$ cat config.mk
export PLATFORM = sky130hd
export DESIGN_NAME = systolic_result_collector_flat
export DESIGN_NICKNAME = d
export VERILOG_FILES = /design/src/rtl/systolic_pkg.sv /design/src/rtl/systolic_result_collector_if.sv /design/src/rtl/systolic_requant.sv /design/src/rtl/systolic_result_collector.sv /design/src/flat_wrapper.sv
export SDC_FILE = /design/constraint.sdc
export NUM_CORES = 1
export LEC_CHECK = 0
export ABC_AREA = 1
export BUFFER_PORTS_ARGS = -buffer_cell sky130_fd_sc_hd__buf_2
export CAP_MARGIN = 10
export CORE_ASPECT_RATIO = 1.2
export CORE_MARGIN = 3
export CORE_UTILIZATION = 51
export DETAILED_ROUTE_END_ITERATION = 16
export GPL_ROUTABILITY_DRIVEN = 0
export GPL_TIMING_DRIVEN = 0
export PLACE_DENSITY = 0.72
export SLEW_MARGIN = 20
export SYNTH_ARGS = -nofsm -noshare
export SYNTH_HDL_FRONTEND = slang
export SYNTH_SLANG_ARGS = --single-unit
$ cat constraint.sdc
create_clock -name clk -period 5.1 [get_ports clk]
set_input_delay 0.255 -clock clk [delete_from_list [all_inputs] [get_ports clk]]
set_output_delay 0.255 -clock clk [all_outputs]
set_load 0.005 [all_outputs]
$ cat src/rtl/systolic_pkg.sv
// Shared types and defaults for the systolic result collector slice.
// Combinational helpers only; no state, no handshake.
package systolic_pkg;

   typedef enum logic [1:0] {
      IDLE    = 2'd0,
      COLLECT = 2'd1,
      HOLD    = 2'd2
   } coll_state_t;

   localparam int MAC_NUM_DEF = 10;
   localparam int BW_ACT_DEF  = 8;
   localparam int BW_ACCU_DEF = 32;

   function automatic longint sat_hi(input int bw);
      return (longint'(1) << (bw - 1)) - 1;
   endfunction

   function automatic longint sat_lo(input int bw);
      return -(longint'(1) << (bw - 1));
   endfunction

endpackage

$ cat src/rtl/systolic_result_collector_if.sv
// Partial-sum input stream, frame control and packed result vector handshake.
// master drives psums/start/out_ready; slave is the collector.
interface systolic_result_collector_if
   import systolic_pkg::*;
#(
   parameter int MAC_NUM = MAC_NUM_DEF,
   parameter int BW_ACT  = BW_ACT_DEF,
   parameter int BW_ACCU = BW_ACCU_DEF
);

   logic                      start;
   logic [7:0]                shift_num;
   logic                      psum_valid;
   logic signed [BW_ACCU-1:0] psum_in;
   logic signed [BW_ACT-1:0]  out_vec [MAC_NUM];
   logic                      out_valid;
   logic                      out_ready;
   logic                      busy;
   logic                      sat_flag;

   modport master (
      output start, shift_num, psum_valid, psum_in, out_ready,
      input  out_vec, out_valid, busy, sat_flag
   );

   modport slave (
      input  start, shift_num, psum_valid, psum_in, out_ready,
      output out_vec, out_valid, busy, sat_flag
   );

endinterface

$ cat src/rtl/systolic_requant.sv
// Rounding arithmetic right shift (half toward +inf) then saturation to BW_ACT bits.
// Purely combinational, no backpressure.
module systolic_requant
   import systolic_pkg::*;
#(
   parameter int BW_ACT  = BW_ACT_DEF,
   parameter int BW_ACCU = BW_ACCU_DEF,
   parameter int SHIFT_W = 8
) (
   input  logic signed [BW_ACCU-1:0] psum,
   input  logic [SHIFT_W-1:0]        shift,
   output logic signed [BW_ACT-1:0]  res,
   output logic                      sat
);

   localparam int SW = $clog2(BW_ACCU);
   localparam logic signed [BW_ACCU:0] HI = (BW_ACCU+1)'(sat_hi(BW_ACT));
   localparam logic signed [BW_ACCU:0] LO = (BW_ACCU+1)'(sat_lo(BW_ACT));

   logic [SW-1:0]           s;
   logic signed [BW_ACCU:0] ext;
   logic signed [BW_ACCU:0] rnd;
   logic signed [BW_ACCU:0] r;

   // One extra bit of headroom so adding the rounding half never wraps.
   always_comb begin
      s   = (shift > SHIFT_W'(BW_ACCU - 1)) ? SW'(BW_ACCU - 1) : SW'(shift);
      ext = {psum[BW_ACCU-1], psum};
      rnd = (BW_ACCU+1)'(1) << (s - SW'(1));
      r   = (s == '0) ? ext : ((ext + rnd) >>> s);
      sat = 1'b0;
      res = r[BW_ACT-1:0];
      if (r > HI) begin
         res = HI[BW_ACT-1:0];
         sat = 1'b1;
      end else if (r < LO) begin
         res = LO[BW_ACT-1:0];
         sat = 1'b1;
      end
   end

endmodule

$ cat src/rtl/systolic_result_collector.sv
// Packs MAC_NUM requantized psums into one vector; element write latency 1 cycle.
// Vector is held (psums dropped) until out_ready; start in the accept cycle chains frames.
module systolic_result_collector
   import systolic_pkg::*;
#(
   parameter int MAC_NUM = MAC_NUM_DEF,
   parameter int BW_ACT  = BW_ACT_DEF,
   parameter int BW_ACCU = BW_ACCU_DEF
) (
   input logic clk,
   input logic reset,
   systolic_result_collector_if.slave bus
);

   localparam int IDX_W = (MAC_NUM > 1) ? $clog2(MAC_NUM) : 1;
   localparam logic [IDX_W-1:0] LAST = IDX_W'(MAC_NUM - 1);

   coll_state_t              state_q;
   coll_state_t              state_d;
   logic [IDX_W-1:0]         idx_q;
   logic [7:0]               shift_q;
   logic                     sat_q;
   logic                     start_acc;
   logic                     capture;
   logic signed [BW_ACT-1:0] rq_val;
   logic                     rq_sat;
   logic signed [BW_ACT-1:0] vec_q [MAC_NUM];

   systolic_requant #(
      .BW_ACT  (BW_ACT),
      .BW_ACCU (BW_ACCU),
      .SHIFT_W (8)
   ) u_requant (
      .psum  (bus.psum_in),
      .shift (shift_q),
      .res   (rq_val),
      .sat   (rq_sat)
   );

   always_comb begin
      state_d   = state_q;
      start_acc = 1'b0;
      capture   = 1'b0;
      case (state_q)
         IDLE: begin
            if (bus.start) begin
               start_acc = 1'b1;
               state_d   = COLLECT;
            end
         end
         COLLECT: begin
            if (bus.psum_valid) begin
               capture = 1'b1;
               if (idx_q == LAST) state_d = HOLD;
            end
         end
         HOLD: begin
            if (bus.out_ready) begin
               if (bus.start) begin
                  start_acc = 1'b1;
                  state_d   = COLLECT;
               end else begin
                  state_d = IDLE;
               end
            end
         end
         default: state_d = IDLE;
      endcase
   end

   always_ff @(posedge clk) begin
      if (reset) state_q <= IDLE;
      else       state_q <= state_d;
   end

   // Vector is never cleared between frames; a new frame simply overwrites it.
   always_ff @(posedge clk) begin
      if (reset) begin
         idx_q   <= '0;
         shift_q <= '0;
         sat_q   <= 1'b0;
         for (int i = 0; i < MAC_NUM; i++) vec_q[i] <= '0;
      end else if (start_acc) begin
         shift_q <= bus.shift_num;
         idx_q   <= '0;
         sat_q   <= 1'b0;
      end else if (capture) begin
         vec_q[idx_q] <= rq_val;
         idx_q        <= (idx_q == LAST) ? '0 : idx_q + IDX_W'(1);
         sat_q        <= sat_q | rq_sat;
      end
   end

   assign bus.out_vec   = vec_q;
   assign bus.out_valid = (state_q == HOLD);
   assign bus.busy      = (state_q != IDLE);
   assign bus.sat_flag  = sat_q;

endmodule

$ cat src/flat_wrapper.sv
// flat-port wrapper written by rule: the top's interface ports become plain ports
module systolic_result_collector_flat import systolic_pkg::*;
#(
   parameter int MAC_NUM = MAC_NUM_DEF,
   parameter int BW_ACT  = BW_ACT_DEF,
   parameter int BW_ACCU = BW_ACCU_DEF
)
  (clk, reset, bus_start, bus_shift_num, bus_psum_valid, bus_psum_in, bus_out_ready, bus_out_vec, bus_out_valid, bus_busy, bus_sat_flag);
  systolic_result_collector_if #(.MAC_NUM(MAC_NUM), .BW_ACT(BW_ACT), .BW_ACCU(BW_ACCU)) bus_i ();
  input logic clk;
  input logic reset;
  input wire logic [$bits(bus_i.start)-1:0] bus_start;
  input wire logic [$bits(bus_i.shift_num)-1:0] bus_shift_num;
  input wire logic [$bits(bus_i.psum_valid)-1:0] bus_psum_valid;
  input wire logic [$bits(bus_i.psum_in)-1:0] bus_psum_in;
  input wire logic [$bits(bus_i.out_ready)-1:0] bus_out_ready;
  output wire logic [$bits(bus_i.out_vec)-1:0] bus_out_vec;
  output wire logic [$bits(bus_i.out_valid)-1:0] bus_out_valid;
  output wire logic [$bits(bus_i.busy)-1:0] bus_busy;
  output wire logic [$bits(bus_i.sat_flag)-1:0] bus_sat_flag;
  assign bus_i.start = bus_start;
  assign bus_i.shift_num = bus_shift_num;
  assign bus_i.psum_valid = bus_psum_valid;
  assign bus_i.psum_in = bus_psum_in;
  assign bus_i.out_ready = bus_out_ready;
  assign bus_out_vec = {>>{bus_i.out_vec}};
  assign bus_out_valid = bus_i.out_valid;
  assign bus_busy = bus_i.busy;
  assign bus_sat_flag = bus_i.sat_flag;
  systolic_result_collector #(.MAC_NUM(MAC_NUM), .BW_ACT(BW_ACT), .BW_ACCU(BW_ACCU)) u_core (.clk(clk), .reset(reset), .bus(bus_i));
endmodule
==> flow_summary.toml, run 1 <==
[die]
placementRows = 55
die_h_um = 160
ios = 128
core-area_um2 = 19100
die_w_um = 134
initial_core_util = 0.526
dieArea_um2 = 21500

[clocking]
cts_sinks = 95
clkTransAtPathRegs_ns = 0.07
root_buffer = "clkbuf_16"
clock_tree.buffer_depth = 2
cts_hold_buf = 0
cts-htree-levels = 3
clk_latency_ns = 0.36
numCtsBuffers = 9
tritoncts = "built"

[grt]
first_global_vias = 12000
track_usage = 0.360
grt_pass1_wl_mm = 62.0
grt_max_degree = 20
antenna_found_initial = 0
grt_overflow = 0

[yosys]
synth.distinct_cells = 46
yosysMostFrequentCell = "nand2_1"
ys_warn_count = 0
async_reset_ff_frac = 0
synth-seq-area-share = 0.189
synth_area_per_cell_um2 = 5.38
ys_ff_latch = 95
synth_area_leaders = "nand2_1 (20%), dfxtp_1 (19%), nand3_1 (18%)"
syn_area_um2 = 10100
synth_fp_nets = 1949
synth_ff_type = "dfxtp_1"
synth_common_cells = "nand2_1 (524), nand3_1 (365), nor2_1 (287), inv_1 (270), dfxtp_1 (95)"
yosysTopAreaCellShare = 0.195
yosys.area.top_type = "nand2_1"
synth-edff-count = 0
synthesis.instances = 1871

[drt]
wirelength_mm = 42.6
post_drt_wl_per_cell_um = 18.3
viasPerCell = 5.78
drcViolationCount = 0
drt_first_pass_iters = 8
ant_nets = 0
drt_iter0_drc = 1478
route.vias.total = 13500

[flow_run]
maxCapViolations = 0

[worst_setup_path]
critPathSlowestCell = "dfxtp_2"
crit_path_start_kind = "register"
crit_type = "reg -> reg"
worst_setup_path_end_kind = "register"
required_ns = 5.36
crit_family = "simple AND/OR/NAND/NOR gates"
cp_num_buf_inv = 9
slowest_delay_ns = 0.33
cp.arrival_ns = 5.43
cp_max_fo = 5
crit_top_cell = "nand2_1"

[cells_and_area]
n_fill_cell = 1665
area_growth_syn_to_layout_pct = 36.9
drive_gt1_frac = 0.313
final_area_um2 = 13800
multi_input_area_um2 = 8560
final_cells = 2332
seq_area_um2 = 1900
diodes = 0
fin_nets = 2149

[sta]
hold_viol_final = 0
finalClockSkew_ns = 0.0107
slew_violations = 0
fin_crit_sh = 1.01
timing.hold.ws_ns = 0.144
finalSetupViolCount = 70
max_freq_mhz = 193
setup_slack_ns = -0.0702
tns_ns = -2.33
period_minus_slack_ns = 5.17
worstMarginPinSlew_ns = 0.948
rsz0062_at_grt = "true"
maxSlewHeadroom = 0.363

[outcome]
violations = "setup timing"
outcome = "finished with violations"

[placement]
hpwlAfterDp_mm = 30.9
dpl.cell_count = 2253
port_buffers = 126
place_area_um2 = 11000

[pwr]
ir_drop_mv = 0.204
power_density_nw_per_um2 = 254
cellLeakagePower_uw = 0.00747

[hold_path]
min_path_type = "in -> reg"
==> worst min-delay path, delay by kind of cell <==
family / cells / cell delay, ns
buffers and inverters: 1 / 0.10
AND/OR/NAND/NOR: 1 / 0.05
AO/OA/AOI/OAI: 1 / 0.05
==> power breakdown <==
part | internal, uW | switching [uW] | leakage (uW) | total, uW
clock | 348 | 333 | 0.000142 | 681
combinational | 693 | 1360 | 0.00656 | 2050
sequential | 753 | 9.48 | 0.000769 | 762
==> logic make-up after synthesis <==
kind of cell,share of synthesized area
adders and majority gates,0.0417
xor gates and xnor gates,0.00261
AOI/OAI and AO/OA,0.0575
buffers and inverters,0.144
and+or+nand+nor,0.565
DFF,0.189
==> metrics by stage <==
step / power [uW] / util / setup slack [ns]
after floorplan: 1830 / - / 0.509
after CTS: 3080 / 0.632 / 0.000567
final: 3500 / 0.721 / -0.0702
after global routing: 3650 / 0.721 / -0.234
after detailed placement: 2250 / 0.576 / -1.02
after global placement: 2240 / 0.576 / -0.918
==> registers in the layout (all words and copies together) (netlist names) <==
register             cells
u_core.bus.sat_flag      1
u_core.state_q           2
u_core.idx_q             4
u_core.shift_q           8
u_core.bus.out_vec      80
==> final timing paths <==
| kind | slack, ns | start | depth (start not counted) | to |
|---|---|---|---|---|
| min reg2reg | 0.47 | u_core.bus.sat_flag | 2 | u_core.bus.sat_flag |
| max reg2reg | -0.07 | u_core.shift_q[6] | 40 | u_core.bus.out_vec[16] |
| min | 0.14 | bus_shift_num[6] | 3 | u_core.shift_q[6] |
| max | -0.07 | u_core.shift_q[6] | 40 | u_core.bus.out_vec[16] |
==> cell type report <==
cell class,instances,share of cell area
Tap cell,256,0.0232
Inverter,290,0.0802
Sequential cell,95,0.138
Clock buffer,9,0.0163
Buffer,69,0.0320
Clock inverter,7,0.00572
Multi-Input combinational cell,1418,0.621
Timing Repair Buffer,188,0.0837
==> placed cells by master (no fill, tap or decap), drive strengths merged <==
master    instances
nor2            303
inv             286
nand2           555
nand3b            4
or2              16
xnor2             2
a21oi            49
nor3              7
nand3           384
fa                1
a21o              1
clkinv            9
a31oi             2
ha               32
o21ai            14
a211o             9
nand4            20
buf             232
o211ai            5
clkinvlp          2
dfxtp            95
nor4              2
a211oi            5
o21bai            1
clkbuf           34
a21boi            5
xor2              1
==> what timing repair did <==
| action | in CTS | in global routing |
|---|---|---|
| pin swaps | 28 | 120 |
| cloned | 7 | 3 |
| setup buffers | 21 | 33 |
| resized for setup | 146 | 334 |
| endpoints found under the hold margin | 0 | 0 |
| setup endpoints to repair | 80 | 72 |
==> metal layers <==
| layer | up-vias | GRT usage | share of wire |
|---|---|---|---|
| met4 | 0 | 0.238 | 0.089 |
| li1 | 6299 | - | - |
| met1 | 6091 | 0.438 | 0.36 |
| met2 | 848 | 0.571 | 0.44 |
| met3 | 250 | 0.0737 | 0.11 |
| met5 | - | 0 | 0 |
Note: power is estimated with default switching activity, not from simulation.
==> run 2, diff against run 1 <==
--- a/config.mk
+++ b/config.mk
@@ -10,11 +10,12 @@
 export CAP_MARGIN = 10
 export CORE_ASPECT_RATIO = 1.2
 export CORE_MARGIN = 3
-export CORE_UTILIZATION = 51
+export CORE_UTILIZATION = 60
 export DETAILED_ROUTE_END_ITERATION = 16
 export GPL_ROUTABILITY_DRIVEN = 0
 export GPL_TIMING_DRIVEN = 0
-export PLACE_DENSITY = 0.72
+export PLACE_DENSITY = 0.82
+export REMOVE_ABC_BUFFERS = 1
 export SLEW_MARGIN = 20
 export SYNTH_ARGS = -nofsm -noshare
 export SYNTH_HDL_FRONTEND = slang
==> flow_summary.toml, run 2 <==
[die]
initial_core_util = 0.616
die_h_um = 148
ios = 128
placementRows = 51
die_w_um = 124

[yosys]
yosys.area.top_type = "nand2_1"
ys_warn_count = 0
synth_area_per_cell_um2 = 5.38
synth_ff_type = "dfxtp_1"
yosysTopAreaCellShare = 0.195
synth_compound_area_frac = 0.0575
synthMuxAreaShare = 0
synthSimpleGateAreaFrac = 0.565
synth_top_family_by_area = "simple AND/OR/NAND/NOR gates"
yosysMostFrequentCell = "nand2_1"
syn_area_um2 = 10100
async_reset_ff_frac = 0
synth_area_leaders = "nand2_1 (20%), dfxtp_1 (19%), nand3_1 (18%)"
synth.distinct_cells = 46
synth_fa_ha_area_frac = 0.0417
synth-seq-area-share = 0.189
ys_ff_latch = 95
synth_xor_area_frac = 0.00261
synthesis.instances = 1871
synth-edff-count = 0
synth_common_cells = "nand2_1 (524), nand3_1 (365), nor2_1 (287), inv_1 (270), dfxtp_1 (95)"

[outcome]
outcome = "stopped before the end"
tool.error = "[ERROR GRT-0232] Routing congestion too high. Check the congestion heatmap in the GUI."
stop_stage = "global routing (5_1_grt)"

[clocking]
cts_hold_buf = 0
root_buffer = "clkbuf_16"
numCtsBuffers = 9
cts-htree-levels = 3
clock_tree.buffer_depth = 2
cts_sinks = 95

[placement]
hpwlAfterDp_mm = 26.0
port_buffers = 127

[grt]
grt_overflow = 33
track_usage = 0.638
grt_max_degree = 60

[sta]
timing.grt.repair.worst_endpoint = "u_core.bus.out_vec[18]$_SDFFE_PP0P_/D"
worstEpCategory = "register input"
-- run 2: metal layers --
| metal | GRT usage | GRT overflow |
|---|---|---|
| met3 | 0.429 | 1 |
| met4 | 0.648 | 14 |
| met5 | 0.0455 | 0 |
| met1 | 0.620 | 0 |
| met2 | 0.869 | 18 |
-- run 2: cell families after synthesis --
group           after synthesis
fa+ha+maj                    33
buf+inv                     360
xor+xnor                      3
simple gates               1289
flops                        95
compound gates               91
-- run 2: metrics by stage --
stage,instance area [um^2],instances,worst slack (ns),hold slack (ns)
floorplan,9700,1801,-0.984,0.324
global placement,10600,2140,-3.24,0.432
detailed placement,10700,2143,-2.64,0.443
CTS,12200,2221,0.00255,0.156
-- run 2: timing repair --
action | 4_1_cts
cloned | 22
gates resized for setup | 154
setup buffers | 40
setup endpoints to repair | 81
pin swaps | 58
hold endpoints to repair | 0
==> run 3, diff against run 2 <==
--- a/config.mk
+++ b/config.mk
@@ -8,13 +8,12 @@
 export ABC_AREA = 1
 export BUFFER_PORTS_ARGS = -buffer_cell sky130_fd_sc_hd__buf_2
 export CAP_MARGIN = 10
-export CORE_ASPECT_RATIO = 1.2
 export CORE_MARGIN = 3
-export CORE_UTILIZATION = 60
+export CORE_UTILIZATION = 40
 export DETAILED_ROUTE_END_ITERATION = 16
 export GPL_ROUTABILITY_DRIVEN = 0
 export GPL_TIMING_DRIVEN = 0
-export PLACE_DENSITY = 0.82
+export PLACE_DENSITY_LB_ADDON = 0.15
 export REMOVE_ABC_BUFFERS = 1
 export SLEW_MARGIN = 20
 export SYNTH_ARGS = -nofsm -noshare
==> flow_summary.toml, run 3 (synthesis gave the netlist of run 1 again) <==
[pwr]
power_uw = 3690
p_int_uw = 1920
swShare = 0.480
power_density_nw_per_um2 = 261
ir_drop_mv = 0.220
net-switching-power_uw = 1770
clkPwrFrac = 0.206
comb_power_share = 0.586
power_frac_seq = 0.208
cellLeakagePower_uw = 0.00749

[die]
core-area_um2 = 24500
die_w_um = 165
dieArea_um2 = 27100
placementRows = 57
die_h_um = 165
initial_core_util = 0.410
ios = 128

[worst_setup_path]
crit_type = "reg -> reg"
worst_setup_path_end_kind = "register"
cp.arrival_ns = 5.42
crit_top_cell = "nand2_4"
critPathSlowestCell = "dfxtp_2"
slowest_delay_ns = 0.34
cp_max_fo = 5
required_ns = 5.36
crit_path_start_kind = "register"

[placement]
hpwlAfterDp_mm = 28.3
post-place-ws_ns = -2.82
port_buffers = 127

[clocking]
cts-htree-levels = 3
tritoncts = "built"
clkTransAtPathRegs_ns = 0.07
clock_tree.buffer_depth = 2
clk_latency_ns = 0.36
cts_sinks = 95
numCtsBuffers = 9
root_buffer = "clkbuf_16"
cts_hold_buf = 0

[sta]
finalSetupViolCount = 51
fin_crit_sh = 1.01
maxSlewHeadroom = 0.0954
period_minus_slack_ns = 5.16
rsz0062_at_grt = "true"
hold_viol_final = 0
finalClockSkew_ns = 0.0120
worstMarginPinSlew_ns = 1.35
slew_violations = 0
setup_slack_ns = -0.0599
timing.hold.ws_ns = 0.142
max_freq_mhz = 194

[drt]
viasPerCell = 5.46
drcViolationCount = 0
route.vias.total = 13000
ant_nets = 0
wirelength_mm = 42.9
drt_first_pass_iters = 6
drt_iter0_drc = 1485
post_drt_wl_per_cell_um = 18.0

[cells_and_area]
mostFrequentLayoutCells = "nand2_1 (413), nand3_1 (262), inv_1 (255)"
layout_commonest_cell = "nand2_1"
diodes = 0
drive_gt1_frac = 0.330
area_growth_syn_to_layout_pct = 40.7
n_fill_cell = 2391
fin_nets = 2124
final_util = 0.578
largest_reg_flops = 80

[grt]
first_global_vias = 11500
grt_max_degree = 60
grt_pass1_wl_mm = 61.7
antenna_found_initial = 0
track_usage = 0.291
grt_overflow = 0

[outcome]
violations = "setup timing"
outcome = "finished with violations"

[hold_path]
min_path_type = "in -> reg"

[flow_run]
maxCapViolations = 0
==> run 3: power groups by stage <==
stage                     clock network [uW]  logic (uW)  registers (uW)
after floorplan                            0         977             778
after global placement                     0        1390             779
after detailed placement                   0        1420             780
after CTS                                770        1680             765
after global routing                     800        2320             768
final                                    761        2160             767
==> run 3: critical path, delay by kind of cell (launching register included) <==
| kind | cells | cell delay [ns] |
|---|---|---|
| buf+inv | 8 | 0.88 |
| compound gates | 1 | 0.21 |
| flops | 1 | 0.34 |
| simple gates | 30 | 3.31 |
| fa+ha+maj | 1 | 0.30 |
==> run 3: final cells by class <==
cell class              count  area, um^2  share of cell area
clock buffers               9         225              0.0159
clock inverters             7         104             0.00733
inverters                 290        1140              0.0806
multi-input cells        1434        8870               0.626
flip-flops and latches     95        1910               0.134
well taps                 324         405              0.0286
repair buffers            214        1510               0.106
repair inverters            2        17.5             0.00124
==> run 3: timing repair <==
action,CTS,global route
gates resized for setup,184,295
pin swaps,61,142
endpoints found under the setup margin,81,71
setup buffers,51,27
gates cloned,11,12
==> run 3: worst paths after layout <==
check | startpoint | to | slack (ns) | cells after the start
hold reg to reg | u_core.bus.sat_flag | u_core.bus.sat_flag | 0.45 | 2
setup / recovery | u_core.shift_q[6] | u_core.bus.out_vec[22] | -0.06 | 40
hold / removal | bus_shift_num[7] | u_core.shift_q[7] | 0.14 | 3
setup reg to reg | u_core.shift_q[6] | u_core.bus.out_vec[22] | -0.06 | 40
==> run 3: metal layers <==
metal | global-route usage | wire, um | vias to the layer above | share of wire
li1 | - | - | 6277 | -
met1 | 0.418 | 18500 | 5972 | 0.43
met2 | 0.426 | 18100 | 624 | 0.42
met3 | 0.0554 | 4260 | 102 | 0.099
met4 | 0.117 | 1920 | 0 | 0.045
met5 | 0 | 0 | - | 0
==> run 3: stage by stage <==
stage          cells  TNS [ns]  instance area, um^2
4_1_cts         2336    -0.348                12500
3_3_place_gp    2252   -286.79                10700
6_report        2375     -1.12                14200
5_1_grt         2375    -17.58                14200
3_5_place_dp    2258   -211.81                10900
2_1_floorplan   1801    -69.35                 9700
==> run 4, diff against run 3 <==
--- a/config.mk
+++ b/config.mk
@@ -14,7 +14,6 @@
 export GPL_ROUTABILITY_DRIVEN = 0
 export GPL_TIMING_DRIVEN = 0
 export PLACE_DENSITY_LB_ADDON = 0.15
-export REMOVE_ABC_BUFFERS = 1
 export SLEW_MARGIN = 20
 export SYNTH_ARGS = -nofsm -noshare
 export SYNTH_HDL_FRONTEND = slang
==> flow_summary.toml, run 4 (synthesis gave the netlist of run 1 again) <==
[outcome]
outcome = "completed"

[sta]
slew_violations = 0
finalSetupViolCount = 0
finalClockSkew_ns = 0.00752
fin_crit_sh = 0.996
period_minus_slack_ns = 5.08
maxSlewHeadroom = 0.272
max_freq_mhz = 197
setup_slack_ns = 0.0185
worstMarginPinSlew_ns = 1.08
timing.hold.ws_ns = 0.154
rsz0062_at_grt = "true"
hold_viol_final = 0

[placement]
port_buffers = 126
hpwlAfterDp_mm = 31.6
post-place-ws_ns = -0.964

[pwr]
clkPwrFrac = 0.196
cellLeakagePower_uw = 0.00761
net-switching-power_uw = 1810
swShare = 0.487
comb_power_share = 0.599
power_uw = 3720
power_frac_seq = 0.205
ir_drop_mv = 0.177
p_int_uw = 1910
power_density_nw_per_um2 = 260

[worst_setup_path]
crit_family = "simple AND/OR/NAND/NOR gates"
cp-endpoint = "u_core.bus.out_vec[42]"
slowest_delay_ns = 0.58
crit_top_cell = "nand2_2"
crit_type = "reg -> reg"
worst_setup_path_end_kind = "register"
cp.arrival_ns = 5.34
crit_start = "u_core.shift_q[6]"
required_ns = 5.36
r2r_cells = 34
cp_max_fo = 10
rrSetupSlack_ns = 0.02
crit_path_start_kind = "register"
critPathSlowestCell = "buf_1"
cp_num_buf_inv = 7
path_depth = 34
r2r_start = "u_core.shift_q[6]"
worstReg2RegEnd = "u_core.bus.out_vec[42]"

[cells_and_area]
diodes = 0
fin_nets = 2160
area_growth_syn_to_layout_pct = 42.2
layout_commonest_cell = "nand2_1"
n_fill_cell = 2405
mostFrequentLayoutCells = "nand2_1 (424), inv_1 (255), nor2_1 (239)"
largest_reg_flops = 80
drive_gt1_frac = 0.343

[clocking]
tritoncts = "built"
clock_tree.buffer_depth = 2
cts_hold_buf = 0
cts_sinks = 95
clkTransAtPathRegs_ns = 0.07
numCtsBuffers = 9
cts-htree-levels = 3
root_buffer = "clkbuf_16"
clk_latency_ns = 0.35

[drt]
wirelength_mm = 42.8
ant_nets = 0
post_drt_wl_per_cell_um = 17.7
route.vias.total = 13200
drt_iter0_drc = 1404
viasPerCell = 5.46
drcViolationCount = 0
drt_first_pass_iters = 6

[grt]
grt_max_degree = 19
grt_overflow = 0
antenna_found_initial = 0
track_usage = 0.291
first_global_vias = 11400
grt_pass1_wl_mm = 61.7

[die]
placementRows = 57
initial_core_util = 0.410
dieArea_um2 = 27100
ios = 128
die_w_um = 165
die_h_um = 165
core-area_um2 = 24500

[hold_path]
min_path_type = "in -> reg"

[flow_run]
maxCapViolations = 0
-- run 4: changes by cell type in the layout (fill, tap and decap cells not counted), sizes merged --
cell,before,now
buf,211,241
clkbuf,12,33
nand3,393,384
clkinvlp,4,2
inv,284,286
nand2,560,558
nor2,305,303
bufinv,2,1
clkinv,9,8
-- run 4: metrics by stage --
stage	instance area [um^2]	std cells	util	TNS, ns
2_1_floorplan	10100	1871	-	0
3_3_place_gp	11100	2321	0.453	-67.63
3_5_place_dp	11100	2321	0.453	-70.95
4_1_cts	12200	2370	0.497	0
5_1_grt	14300	2411	0.584	-10.04
6_report	14300	2411	0.584	0
-- run 4: worst min-delay path by stage --
stage	from	end	slack, ns	depth (start not counted)
final	bus_shift_num[7]	u_core.shift_q[7]	0.15	3
after global routing	bus_shift_num[6]	u_core.shift_q[6]	0.17	3
after CTS	bus_shift_num[7]	u_core.shift_q[7]	0.15	3
after detailed placement	u_core.bus.sat_flag	u_core.bus.sat_flag	0.44	2
after global placement	u_core.bus.sat_flag	u_core.bus.sat_flag	0.44	2
after floorplan	bus_shift_num[6]	u_core.shift_q[6]	0.40	2
-- run 4: per-layer routing --
metal	global-route usage	vias up	routed length, um
met2	0.438	689	18000
met4	0.0965	0	1980
met1	0.411	6015	18500
met5	0	-	0
li1	-	6331	-
met3	0.0627	126	4280
-- run 4: worst register-to-register path: cells and delay by family, from the launching register on --
kind	cells	cell delay, ns
buffers and inverters	7	1.19
adders and majority gates	1	0.26
and+or+nand+nor	24	2.80
DFF	1	0.34
AOI/OAI and AO/OA	2	0.40
-- run 4: cell type report --
class | instances | area (um^2) | area share
Buffer | 70 | 430 | 0.0301
Clock buffer | 9 | 225 | 0.0157
Clock inverter | 7 | 86.3 | 0.00603
Inverter | 290 | 1100 | 0.0770
Multi-Input combinational cell | 1421 | 8940 | 0.625
Sequential cell | 95 | 1900 | 0.133
Tap cell | 324 | 405 | 0.0283
Timing Repair Buffer | 195 | 1220 | 0.0854
-- run 4: power by group through the flow --
stage / Sequential, uW / Combinational (uW) / Clock (uW)
4_1_cts: 761 / 1690 / 732
3_3_place_gp: 777 / 1480 / 0
6_report: 762 / 2230 / 729
3_5_place_dp: 777 / 1480 / 0
2_1_floorplan: 777 / 1050 / 0
5_1_grt: 763 / 2360 / 766
-- run 4: what timing repair did --
action	4_1_cts	5_1_grt
gates resized for setup	148	399
setup buffers	25	35
gates cloned	8	6
endpoints found under the setup margin	80	71
pin swaps	36	152
